File: src/rtl/lfsr_sprite_collision.sv
// ============================================================================
// Module   : lfsr_sprite_collision
// Brief    : N hitbox-vs-target rectangle overlap detectors plus a 16-bit
//            free-running Fibonacci LFSR random number source.
//            Macro SPRITE_COLL_REG_EN registers colls_o (one-cycle latency).
// Revision : 1.0 - initial release
// ============================================================================
`default_nettype none

module lfsr_sprite_collision #(
    parameter int N_HITBOXES = 3,
    parameter int X_POS_W    = 10,
    parameter int Y_POS_W    = 10,
    parameter int RND_NUM_W  = 9
) (
    input  logic                          clk_i,
    input  logic                          rst_ni,
    input  logic [N_HITBOXES*X_POS_W-1:0] hb_x_pos_i,
    input  logic [N_HITBOXES*Y_POS_W-1:0] hb_y_pos_i,
    input  logic [N_HITBOXES*X_POS_W-1:0] hb_right_i,
    input  logic [N_HITBOXES*Y_POS_W-1:0] hb_bottom_i,
    input  logic [X_POS_W-1:0]            tg_x_pos_i,
    input  logic [X_POS_W-1:0]            tg_right_i,
    input  logic [Y_POS_W-1:0]            tg_y_pos_i,
    input  logic [Y_POS_W-1:0]            tg_bottom_i,
    output logic [N_HITBOXES-1:0]         colls_o,
    output logic [RND_NUM_W-1:0]          rnd_num_o
);

    localparam logic [15:0] c_SEED = 16'hACE1;

    logic [15:0]           r_lfsr;
    logic                  w_fb;
    logic                  w_tg_valid;
    logic [N_HITBOXES-1:0] w_overlap;

    // Taps 16,14,13,11 of the polynomial map to bits 0,2,3,5 when shifting right
    assign w_fb = r_lfsr[0] ^ r_lfsr[2] ^ r_lfsr[3] ^ r_lfsr[5];

    always_ff @(posedge clk_i or negedge rst_ni) begin
        if (!rst_ni) begin
            r_lfsr <= c_SEED;
        end else if (r_lfsr == 16'h0000) begin
            r_lfsr <= c_SEED;
        end else begin
            r_lfsr <= {w_fb, r_lfsr[15:1]};
        end
    end

    assign rnd_num_o = r_lfsr[RND_NUM_W-1:0];

    // Degenerate rectangles would otherwise satisfy the edge test when inverted
    assign w_tg_valid = (tg_right_i > tg_x_pos_i) && (tg_bottom_i > tg_y_pos_i);

    generate
        for (genvar k = 0; k < N_HITBOXES; k++) begin : g_det
            logic [X_POS_W-1:0] w_hx;
            logic [X_POS_W-1:0] w_hr;
            logic [Y_POS_W-1:0] w_hy;
            logic [Y_POS_W-1:0] w_hb;

            assign w_hx = hb_x_pos_i[k*X_POS_W +: X_POS_W];
            assign w_hr = hb_right_i[k*X_POS_W +: X_POS_W];
            assign w_hy = hb_y_pos_i[k*Y_POS_W +: Y_POS_W];
            assign w_hb = hb_bottom_i[k*Y_POS_W +: Y_POS_W];

            assign w_overlap[k] = w_tg_valid
                                && (w_hr > w_hx) && (w_hb > w_hy)
                                && (w_hx < tg_right_i) && (w_hr > tg_x_pos_i)
                                && (w_hy < tg_bottom_i) && (w_hb > tg_y_pos_i);
        end
    endgenerate

`ifdef SPRITE_COLL_REG_EN
    logic [N_HITBOXES-1:0] r_colls;

    always_ff @(posedge clk_i or negedge rst_ni) begin
        if (!rst_ni) begin
            r_colls <= '0;
        end else begin
            r_colls <= w_overlap;
        end
    end

    assign colls_o = r_colls;
`else
    assign colls_o = w_overlap;
`endif

endmodule

`default_nettype wire

File: config.mk
export PLATFORM = sky130hd
export DESIGN_NAME = lfsr_sprite_collision
export DESIGN_NICKNAME = d
export VERILOG_FILES = /design/src/rtl/lfsr_sprite_collision.sv
export SDC_FILE = /design/constraint.sdc
export NUM_CORES = 1
export LEC_CHECK = 0
export CAP_MARGIN = 25
export CORE_MARGIN = 1
export CORE_UTILIZATION = 33
export DETAILED_ROUTE_END_ITERATION = 16
export GPL_ROUTABILITY_DRIVEN = 0
export PLACE_DENSITY = 0.69
export SYNTH_ARGS = -nofsm -noshare
export SYNTH_HDL_FRONTEND = slang
export SYNTH_SLANG_ARGS = --single-unit
File: constraint.sdc
create_clock -name clk_i -period 2.9 [get_ports clk_i]
set_input_delay 0.435 -clock clk_i [delete_from_list [all_inputs] [get_ports clk_i]]
set_output_delay 0.435 -clock clk_i [all_outputs]
set_load 0.1 [all_outputs]
# == Word-level counts from Yosys, hierarchy flattened ==
# Index checks and enable logic that the tools add are counted.
# word_totals
regBits,16
out_inout_bits,12
word_cells,45
input_bits,162
# op_classes
muxes,1
n_reduce_logical,20
n_lt_le_gt_ge,20
n_bitwise,3
# ops
cell,n
$gt 10x10->1,14
$lt 10x10->1,6
$logic_and 1x1->1,19
$logic_not 16->1,1
$mux 16,1
$xor 1x1->1,3

# == Depth between registers and ports, before layout ==
# logic_depth
depth_word,8
mapped_depth,8
depth_no_buf,8

# == Least setup slack after synthesis ==
# No wires, ideal clock.
# synth_timing
kind,input to output
from,input port tg_x_pos_i[8]
to,output port colls_o[0]
required_time_ps,2465
stages,8
arrival_time_ps,4630
slack_ps,-2165
path_buffers,0
path_cell_list,inv_1 ha_1 and4_1 nand3_1 a21oi_1 a2111oi_0 or4_1 nor4_1
# synth_via
elab_chain_len,8
word_cells_on_any_way,9
# synth_lines
item,line_no,source
"start, declared",22,"input logic [X_POS_W-1:0] tg_x_pos_i,"
$gt 10x10->1,53,assign w_tg_valid = (tg_right_i > tg_x_pos_i) && (tg_bottom_i > tg_y_pos_i);
$logic_and 1x1->1,53,
$logic_and 1x1->1 (2 in a row),68,&& (w_hr > w_hx) && (w_hb > w_hy)
$logic_and 1x1->1,69,&& (w_hx < tg_right_i) && (w_hr > tg_x_pos_i)
$logic_and 1x1->1 *,69,
$logic_and 1x1->1 * (2 in a row),70,&& (w_hy < tg_bottom_i) && (w_hb > tg_y_pos_i);
"end, declared",26,"output logic [N_HITBOXES-1:0] colls_o,"
# Every way passes the cells marked *; elsewhere a longest branch is shown, timed or not.

# == Worst setup path after layout ==
# layout_timing
from,input port tg_x_pos_i[9]
to,output port colls_o[1]
# The elaborated chain is that of the path after synthesis.

==> impl_summary.log <==
[metrics] run status: finished with violations
[metrics] violated checks: negative setup slack
[metrics] standard cell core area: 15,200 µm²
[metrics] clock tree from TritonCTS: yes
[metrics] Tightest Hold Check Type: reg2reg
[metrics] maximum single-stage delay on the critical path: 0.53 ns
[metrics] final wirelength: 20,300 µm
[metrics] largest cells by area after synthesis: ha_1 47%, inv_1 8.6%, a21oi_1 4.8%
[metrics] Sequential Area: 410 µm²
[metrics] Leak: 4.58 nW
[metrics] DP HPWL: 15,900 µm
[metrics] number of synthesis warnings: 0
[metrics] R2R depth: 3
[metrics] multi-input combinational cell area: 5470 µm²
[metrics] Hold Startpoint: r_lfsr[10]
[metrics] first-pass GRT wire length: 29,800 µm
[metrics] transition at the pin with the smallest max-transition slack: 0.681 ns
[metrics] sum of negative setup slack: -0.0269 ns
[metrics] reg2reg end: r_lfsr[11]
[metrics] Routed Antenna Nets: 0
[metrics] total nets after synthesis: 988
[metrics] depth of the critical timing path with buffers and inverters included: 10
[metrics] Hold Crit Depth: 0
[metrics] startpoint kind of the worst setup timing path: input port
[metrics] total congestion overflow: 0
[metrics] maximum buffer depth of the clock tree: 2
[metrics] endpoint required time on the critical path: 2.47 ns
[metrics] cell-by-cell listing of the critical path: buf_8, inv_12, ha_4, and4_4, nand3_4, a21oi_4, a2111oi_4, or4_4, nor4_4, buf_12
[metrics] slew margin rel.: 0.544
[metrics] CTS root buffer: clkbuf_16
[metrics] most common flop cell mapped by yosys: dfstp_2
[metrics] share of the clock period used by the worst path after layout: 1.01
[metrics] met3 routed wirelength: 1170 µm
[metrics] slowest stage cell on the critical path: or4_4
[metrics] largest register by flop count: r_lfsr
[metrics] Worst-Skew Late Latency: 0.25 ns
[metrics] row cnt: 45
[metrics] number of hold violations in the final report: 0
[metrics] Final Max Slew Viols: 0
[metrics] clock transition at the register clock pins on the worst setup and hold paths after CTS: 0.05 ns
[metrics] vias in the first global route: 6,017
[metrics] Area Growth Syn to Fin: 80.7%
[metrics] global routing usage summed across all routing layers: 0.236
[metrics] biggest registers after layout: r_lfsr x16
[metrics] Avg Cell Area, Syn: 8.12 µm²
[metrics] capturing instance or port of the critical path: colls_o[1]
[metrics] Chip Width: 127 µm
[metrics] sum of buffers and inverters on the critical path: 3
[metrics] post-route clock skew: 0.00398 ns
[metrics] vias after detailed routing: 5,797
[metrics] critical path fanouts, max: 3
[metrics] number of search-and-repair iterations in the first detailed-routing pass: 4
[metrics] number of design rule violations left after detail routing: 0
[metrics] Core Util, Final: 0.610
[metrics] PwrDens: 193 nW/µm²
[metrics] sequential cell area fraction in the yosys report: 0.0799
[metrics] register bit total from synthesis: 16
[metrics] final setup fails: 1
[metrics] detailed route wirelength on metal2: 9940 µm
[metrics] worst-case hold slack: 0.405 ns
[metrics] Starting DRT DRC Count: 266
[metrics] number of hold buffers added after CTS: 0
[metrics] H-tree depth: 1
[metrics] register-to-register setup slack: 1.50 ns
[metrics] number of enable-type register cells in the synthesized netlist: 0
[metrics] number of library cell types mapped by synthesis: 42
[metrics] initial standard-cell utilization of the core: 0.338
[metrics] timing startpoint of the critical path: tg_x_pos_i[9]
[metrics] layout cell share with drive strength beyond 1: 0.406
[metrics] gate count of the mapped netlist: 632
[metrics] WS Path Type: in2out
[metrics] post-route minimum period: 2.93 ns
[metrics] uppermost routed layer: met4
[metrics] io pins: 174
[metrics] number of clock sinks seen by CTS: 16
[metrics] post-synth top area cell: ha_1
[metrics] via density per instance: 5.22
[metrics] Synth async-reset ratio: 1.00
[metrics] data arrival time of the worst path: 2.49 ns
[metrics] Synth top area share: 0.473
[metrics] antenna violations before repair: 1
[metrics] Net count, final: 1,278
[metrics] height of the die: 127 µm
[metrics] number of buffers created by CTS: 3
[metrics] number of flip-flops under the largest register name: 16
[metrics] worst voltage drop across the vdd grid: 202 µV
[metrics] launch instance of the worst register-to-register path: r_lfsr[1]
[metrics] Buffers on Ports: 173
[metrics] DRT met1 WL: 8620 µm
[metrics] type of destination of the critical path: output port
[metrics] mapped cell area: 5130 µm²
[metrics] smallest setup slack after layout: -0.0269 ns
[metrics] kind of cell with the highest combined delay on the critical path: simple AND/OR/NAND/NOR gates
[metrics] number of inserted filler cells in the final layout: 1,276
[metrics] Max-cap violations: 0
[metrics] unrepaired setup endpoints after global routing: yes
[metrics] maximum clock frequency: 0.342 GHz
[metrics] pin count of the biggest net entering global routing: 17
[metrics] routed len/inst: 18.3 µm
[metrics] area of the die: 16,100 µm²
==> what timing repair did <==
action | 4_1_cts | 5_1_grt
cloned | 0 | 0
setup buffers | 11 | 13
setup endpoints to repair | 3 | 3
pin swaps | 99 | 55
gates resized for setup | 365 | 139
==> power by group <==
group	internal (mW)	leakage [nW]	switching (mW)
registers	0.224	0.166	0
logic	0.665	4.37	0.606
clock network	0.209	0.0442	0.0849
total	1.10	4.58	0.691
==> worst min path at each step <==
stage            endpoint  slack, ns
5_1_grt        r_lfsr[14]       0.41
6_report        r_lfsr[9]       0.40
3_3_place_gp   r_lfsr[14]       0.39
4_1_cts         r_lfsr[9]       0.40
3_5_place_dp    r_lfsr[8]       0.38
2_1_floorplan  r_lfsr[12]       0.14
==> worst register-to-register path, cell delays in order, from the launching register on <==
cell,delay [ns]
dfrtp_1,0.40
nor4_1,0.36
nand4_1,0.38
nand2b_1,0.19
==> synthesized netlist by cell type, types with 6 or more instances <==
cell type / n
ha_1: 194
inv_1: 117
a21oi_1: 49
a21o_1: 31
o21ai_0: 27
nand4_1: 26
nand2_1: 25
nand2b_1: 15
nand3_1: 14
a211oi_1: 13
buf_4: 9
nor2_1: 9
nor2b_1: 9
nor4_1: 9
clkbuf_1: 8
dfrtp_1: 8
dfstp_2: 8
and4_1: 6
nor3_1: 6
==> per-stage QoR <==
stage	worst slack (ns)	total power [mW]	std cells	cell area (µm²)
final	-0.0269	1.79	1110	9280
after global routing	-0.0987	1.93	1110	9280
after CTS	0.00197	1.66	1098	8760
after detailed placement	-0.704	1.25	1084	7920
after global placement	-0.691	1.23	1084	7920
after floorplan	-0.417	0.685	632	5230
==> cell usage in the layout, fill, tap and decap left out, types with 5 or more instances in the layout <==
cell type	synthesis	routed
a211oi_1	13	6
inv_4	0	7
o21ai_1	0	10
buf_4	9	129
o21ai_0	27	12
nor4_1	9	5
nand2_1	25	21
clkdlybuf4s15_1	0	13
nand4_1	26	26
nor2b_1	9	7
dlymetal6s2s_1	0	8
inv_1	117	79
a21o_1	31	31
inv_2	0	28
and4_4	0	5
clkbuf_2	0	14
ha_4	0	71
a211oi_2	0	7
clkdlybuf4s50_1	0	12
buf_2	0	7
ha_1	194	120
nand3_1	14	8
nand2b_1	15	15
dfstp_2	8	8
nor2_1	9	8
buf_6	0	20
dlygate4sd2_1	0	84
a21oi_1	49	41
clkdlybuf4s15_2	0	8
dfrtp_1	8	8
a21oi_2	0	7
==> final cells by class <==
type | instances | share of cell area
Antenna cell | 1 | 0.000270
Clock buffer | 4 | 0.00957
Inverter | 117 | 0.0516
Multi-Input combinational cell | 482 | 0.590
Sequential cell | 16 | 0.0442
Tap cell | 188 | 0.0254
Timing Repair Buffer | 302 | 0.279
==> logic make-up after synthesis <==
kind of cell	count (synthesis)	share of synthesized area
AND/OR/NAND/NOR	125	0.137
adder cells (fa/ha/maj)	194	0.473
XOR/XNOR	3	0.00512
buffers and inverters	134	0.105
AO/OA/AOI/OAI	160	0.201
flip-flops	16	0.0799
==> per-layer routing <==
| layer | vias to the layer above | track usage |
|---|---|---|
| li1 | 2888 | - |
| met1 | 2642 | 0.296 |
| met2 | 233 | 0.435 |
| met3 | 34 | 0.0228 |
| met4 | 0 | 0.0518 |
| met5 | - | 0 |
Power figures use the tool's default switching activity.
==> RTL change 1 (same flow settings) <==
The option `SPRITE_COLL_REG_EN` is turned on by a define.
--- a/src/rtl/lfsr_sprite_collision.sv
+++ b/src/rtl/lfsr_sprite_collision.sv
@@ -6,6 +6,8 @@
 // Revision : 1.0 - initial release
 // ============================================================================
 `default_nettype none
+
+`define SPRITE_COLL_REG_EN
 
 module lfsr_sprite_collision #(
     parameter int N_HITBOXES = 3,
Function: changed (a bounded check fails within 4 cycles, from zero or initial values and one cycle with rst_ni low).
==> RTL change 1 against the original RTL <==
- design area is 21% lower
- power is 19% lower
- combinational power is 29% lower
- sequential cell count is 3 higher
- critical path type is now input port to flop
- area after synthesis is 1.5% higher
- wire length is 16% lower
- highest routed layer unchanged
- largest power group unchanged
- worst setup slack better by 0.25 ns
==> RTL change 1: results (changes against the original RTL) <==
[logic_synthesis]
synthTopCellsByArea=ha_1 47%, inv_1 8.4%, dfrtp_1 5.3%, a21oi_1 4.7%, a21o_1 4.5%
synth_async_sr_flop_share_pct=100  ; unchanged
ys.flop_type=dfrtp_1
synth_commonest_cells=194 x ha_1, 117 x inv_1, 49 x a21oi_1
yosysUniqueCellTypes=42  ; unchanged
synth_seq_area_share_pct=9.32  ; +1.3 points
syn_nets=991  ; +0.30%
yosys_warnings=0  ; unchanged

[place]
io_buffer_count=173  ; unchanged
placed_area_um2=7210  ; -9.0%
dp_slack_ns=-0.0451  ; +0.658 ns
dp_hpwl_um=15700  ; -1.3%

[global_routing]
gr-usage-all-layers_pct=20.9  ; -2.7 points
grt_max_degree=20  ; +3
grt_pass1_wl_um=26500  ; -11%
grt_pass1_vias=5153  ; -14%

[setup_path]
critPathLaunch=tg_x_pos_i[8]
ff2ff_path_depth=3  ; unchanged
critPathMaxFanout=3  ; unchanged
r2r_setup_slack_ns=1.60  ; +0.10 ns
r2r_end=r_lfsr[13]
cp-endpoint=colls_o[1]
timing.rr.start=r_lfsr[4]
cp.arrival_ns=2.85  ; +0.36 ns

[clock_network]
cts_resized=0  ; -100%
clkTransAtPathRegs_ns=0.06
cts_buffers=3  ; unchanged
postCtsSetupBuffers=0  ; -11
clk_path_buf_depth=2  ; unchanged
htreeDepth=1  ; unchanged

[finish]
drive_gt1_share_pct=5.42  ; -35 points
antenna_cells=0  ; -1
layout.nets=1169  ; -8.5%
largest_reg_flops=16  ; unchanged

[timing]
fin_ws_ns=0.219  ; +0.246 ns
skew_ns=0.00918  ; +0.00520 ns
relSlewSlack_pct=43.0  ; -11 points

[detailed_routing]
detail_route.first_pass.iterations=5  ; +1
wl_per_cell_um=16.7  ; -8.6%
drt_iter0_markers=263  ; -1.1%
viasPerCell=5.07  ; -2.9%

[pwr]
p_total_w=0.00145  ; -19%
peakVddDrop_v=0.000178  ; -12%
leakage_nw=3.81  ; -17%

[run_status]
status=completed

[RTL change 1: worst min path at each step]
stage	slack [ns]	from	to
after floorplan	0.14	rst_ni	colls_o[0]
after global placement	0.38	r_lfsr[9]	r_lfsr[8]
after detailed placement	0.39	r_lfsr[9]	r_lfsr[8]
after CTS	0.40	r_lfsr[4]	r_lfsr[3]
after global routing	0.41	r_lfsr[15]	r_lfsr[14]
final	0.40	r_lfsr[15]	r_lfsr[14]
[RTL change 1: layout make-up]
| cell class | count | area (µm²) |
|---|---|---|
| fill | 1529 | 8030 |
| multi-input combinational | 482 | 4190 |
| timing repair buffer | 190 | 1830 |
| sequential | 19 | 485 |
| inverter | 117 | 439 |
| tap | 211 | 264 |
| clock buffer | 3 | 75.1 |
| clock inverter | 1 | 5.00 |
[RTL change 1: worst max-delay path: stages]
cell	delay (ns)
clkdlybuf4s50_1	0.45
inv_1	0.05
ha_1	0.28
and4_1	0.24
nand3_1	0.11
a21oi_1	0.13
a2111oi_0	0.08
buf_4	0.15
or4_1	0.51
buf_4	0.16
nor4_2	0.24
[RTL change 1: report_power, final]
part / internal (W) / switching [W] / leakage (nW)
sequential: 0.000266 / 0.0000000762 / 0.208
combinational: 0.000471 / 0.000426 / 3.56
clock: 0.000185 / 0.000105 / 0.0409
[RTL change 1: kinds of logic after synthesis]
logic type	share of synthesized area, %
adder cells (fa/ha/maj)	46.6
AO/OA/AOI/OAI	19.8
buffers and inverters	10.3
AND/OR/NAND/NOR	13.5
flip-flops	9.32
XOR/XNOR	0.504
[RTL change 1: metal layers]
metal / vias up / global-route usage (%) / wire length (µm)
met5: - / 0 / 0
met4: 0 / 2.70 / 175
met3: 16 / 2.46 / 824
met2: 133 / 36.7 / 7920
met1: 2369 / 28.2 / 8180
li1: 2670 / - / -
[RTL change 1: stage by stage]
step,std cells,hold WS [ns]
finish,1023,0.395
floorplan,635,0.139
detailed placement,1019,0.393
global route,1023,0.407
global placement,1019,0.380
CTS,1023,0.399
==> RTL change 2 (same settings) <==
Without the edit above. Put a register stage on the outputs `colls_o` and `rnd_num_o`. The values now appear one clock later. Comments in the files are not updated.
--- a/src/rtl/lfsr_sprite_collision.sv
+++ b/src/rtl/lfsr_sprite_collision.sv
@@ -47,7 +47,10 @@
         end
     end
 
-    assign rnd_num_o = r_lfsr[RND_NUM_W-1:0];
+    always_ff @(posedge clk_i) begin
+        colls_o   <= w_overlap;
+        rnd_num_o <= r_lfsr[RND_NUM_W-1:0];
+    end
 
     // Degenerate rectangles would otherwise satisfy the edge test when inverted
     assign w_tg_valid = (tg_right_i > tg_x_pos_i) && (tg_bottom_i > tg_y_pos_i);
@@ -84,7 +87,6 @@
 
     assign colls_o = r_colls;
 `else
-    assign colls_o = w_overlap;
 `endif
 
 endmodule
Behaviour: not the same (a bounded check fails within 4 cycles, from zero or initial values and one cycle with rst_ni low).
==> RTL change 2 against the original RTL <==
- clock skew down 0.0022 ns
- sequential cell count up 12
- worst setup slack better by 0.19 ns
- core utilization down 13 points
- area after synthesis up 3.4%
- power down 9.3%
- combinational power down 29%
- highest routed layer is now met5
- wire length down 15%
- largest power group unchanged
- design area down 20%
==> RTL change 2: results (changes against the original RTL) <==
[pwr]
switching_share_pct=34.0  ; -4.6 points
leakage_nw=3.87  ; -15%
peakVddDrop_v=0.000249  ; +24%

[logic_synthesis]
synth_async_sr_flop_share_pct=57.1  ; -43 points
syn_nets=991  ; +0.30%
synthTopCellsByArea=ha_1 46%, inv_1 8.3%, a21oi_1 4.6%, dfxtp_1 4.5%, a21o_1 4.4%
ys.flop_type=dfxtp_1
synth_seq_area_share_pct=12.3  ; +4.3 points
avgSynthCellArea_um2=8.36  ; +2.9%

[global_routing]
grt_pass1_vias=5184  ; -14%
grt_pass1_wl_um=26600  ; -11%

[setup_path]
crit_slowest_cell=or4_1
r2r_end=r_lfsr[10]
r2r_setup_slack_ns=1.55  ; +0.05 ns
timing.rr.start=r_lfsr[12]
cp.arrival_ns=2.90  ; +0.41 ns

[finish]
reg.largest.list=r_lfsr: 16 flops, rnd_num_o: 9 flops, colls_o: 3 flops
fill_cells=1547  ; +21%
drive_gt1_share_pct=5.47  ; -35 points
layout.nets=1179  ; -7.7%
antenna_cells=0  ; -1

[detailed_routing]
routed_wl_um=17200  ; -15%
drt_iter0_markers=225  ; -15%
viasPerCell=5.07  ; -2.9%
detail_route.first_pass.iterations=7  ; +3
wl_per_cell_um=16.6  ; -9.1%

[run_status]
status=completed

[hold_path]
hold_path_end=r_lfsr[8]
holdCritStartpoint=r_lfsr[9]

[timing]
setup_viol_count_final=0  ; -1
relSlewSlack_pct=54.6  ; +0.15 points
skew_ns=0.00180  ; -0.00218 ns
hold_ws_ns=0.379  ; -0.0254 ns

[clock_network]
clk_path_buf_depth=2  ; unchanged
postCtsSetupBuffers=0  ; -11
cts_resized=0  ; -100%
htreeDepth=1  ; unchanged

[place]
dp_hpwl_um=15700  ; -1.6%
dp.cells=1029  ; -5.1%
dp_slack_ns=-0.0669  ; +0.637 ns
io_buffer_count=173  ; unchanged

## RTL change 2: cell types whose count changed after synthesis, sizes merged
| cell | before | now |
|---|---|---|
| dfxtp | 0 | 12 |
| buf | 9 | 0 |
## RTL change 2: power by group through the flow
stage	combinational, W	clock (W)	sequential [W]
floorplan	0.000446	0	0.000397
global placement	0.000875	0	0.000396
detailed placement	0.000890	0	0.000396
CTS	0.000898	0.000344	0.000388
global route	0.00101	0.000362	0.000388
finish	0.000901	0.000334	0.000389
## RTL change 2: cell type report
cell class | count | area (µm²) | area share (%)
multi-input cells | 482 | 4190 | 56.1
repair buffers | 191 | 1840 | 24.6
flip-flops and latches | 28 | 651 | 8.71
inverters | 117 | 439 | 5.88
well taps | 211 | 264 | 3.54
clock buffers | 4 | 88.8 | 1.19
## RTL change 2: per-layer routing
layer	wire length, µm	GRT usage (%)
met5	11	0
met4	272	3.25
met3	851	2.04
met2	7810	35.0
met1	8220	29.1
## RTL change 2: logic make-up (layout without fill, tap and decap cells)
family / Yosys count / count (layout) / synth area share (%)
xor gates and xnor gates: 3 / 3 / 0.495
buffers and inverters: 125 / 312 / 8.84
AOI/OAI and AO/OA: 160 / 160 / 19.4
and+or+nand+nor: 125 / 125 / 13.2
DFF: 28 / 28 / 12.3
adders and majority gates: 194 / 194 / 45.7
## RTL change 2: how the worst max path moves through the flow
stage,from,endpoint,slack (ns)
final,tg_x_pos_i[9],colls_o[1],0.17
after global routing,tg_x_pos_i[7],colls_o[1],0.02
after CTS,tg_x_pos_i[9],colls_o[1],0.19
after detailed placement,tg_x_pos_i[7],colls_o[1],-0.07
after global placement,tg_x_pos_i[9],colls_o[1],0.02
after floorplan,tg_x_pos_i[7],colls_o[2],0.81
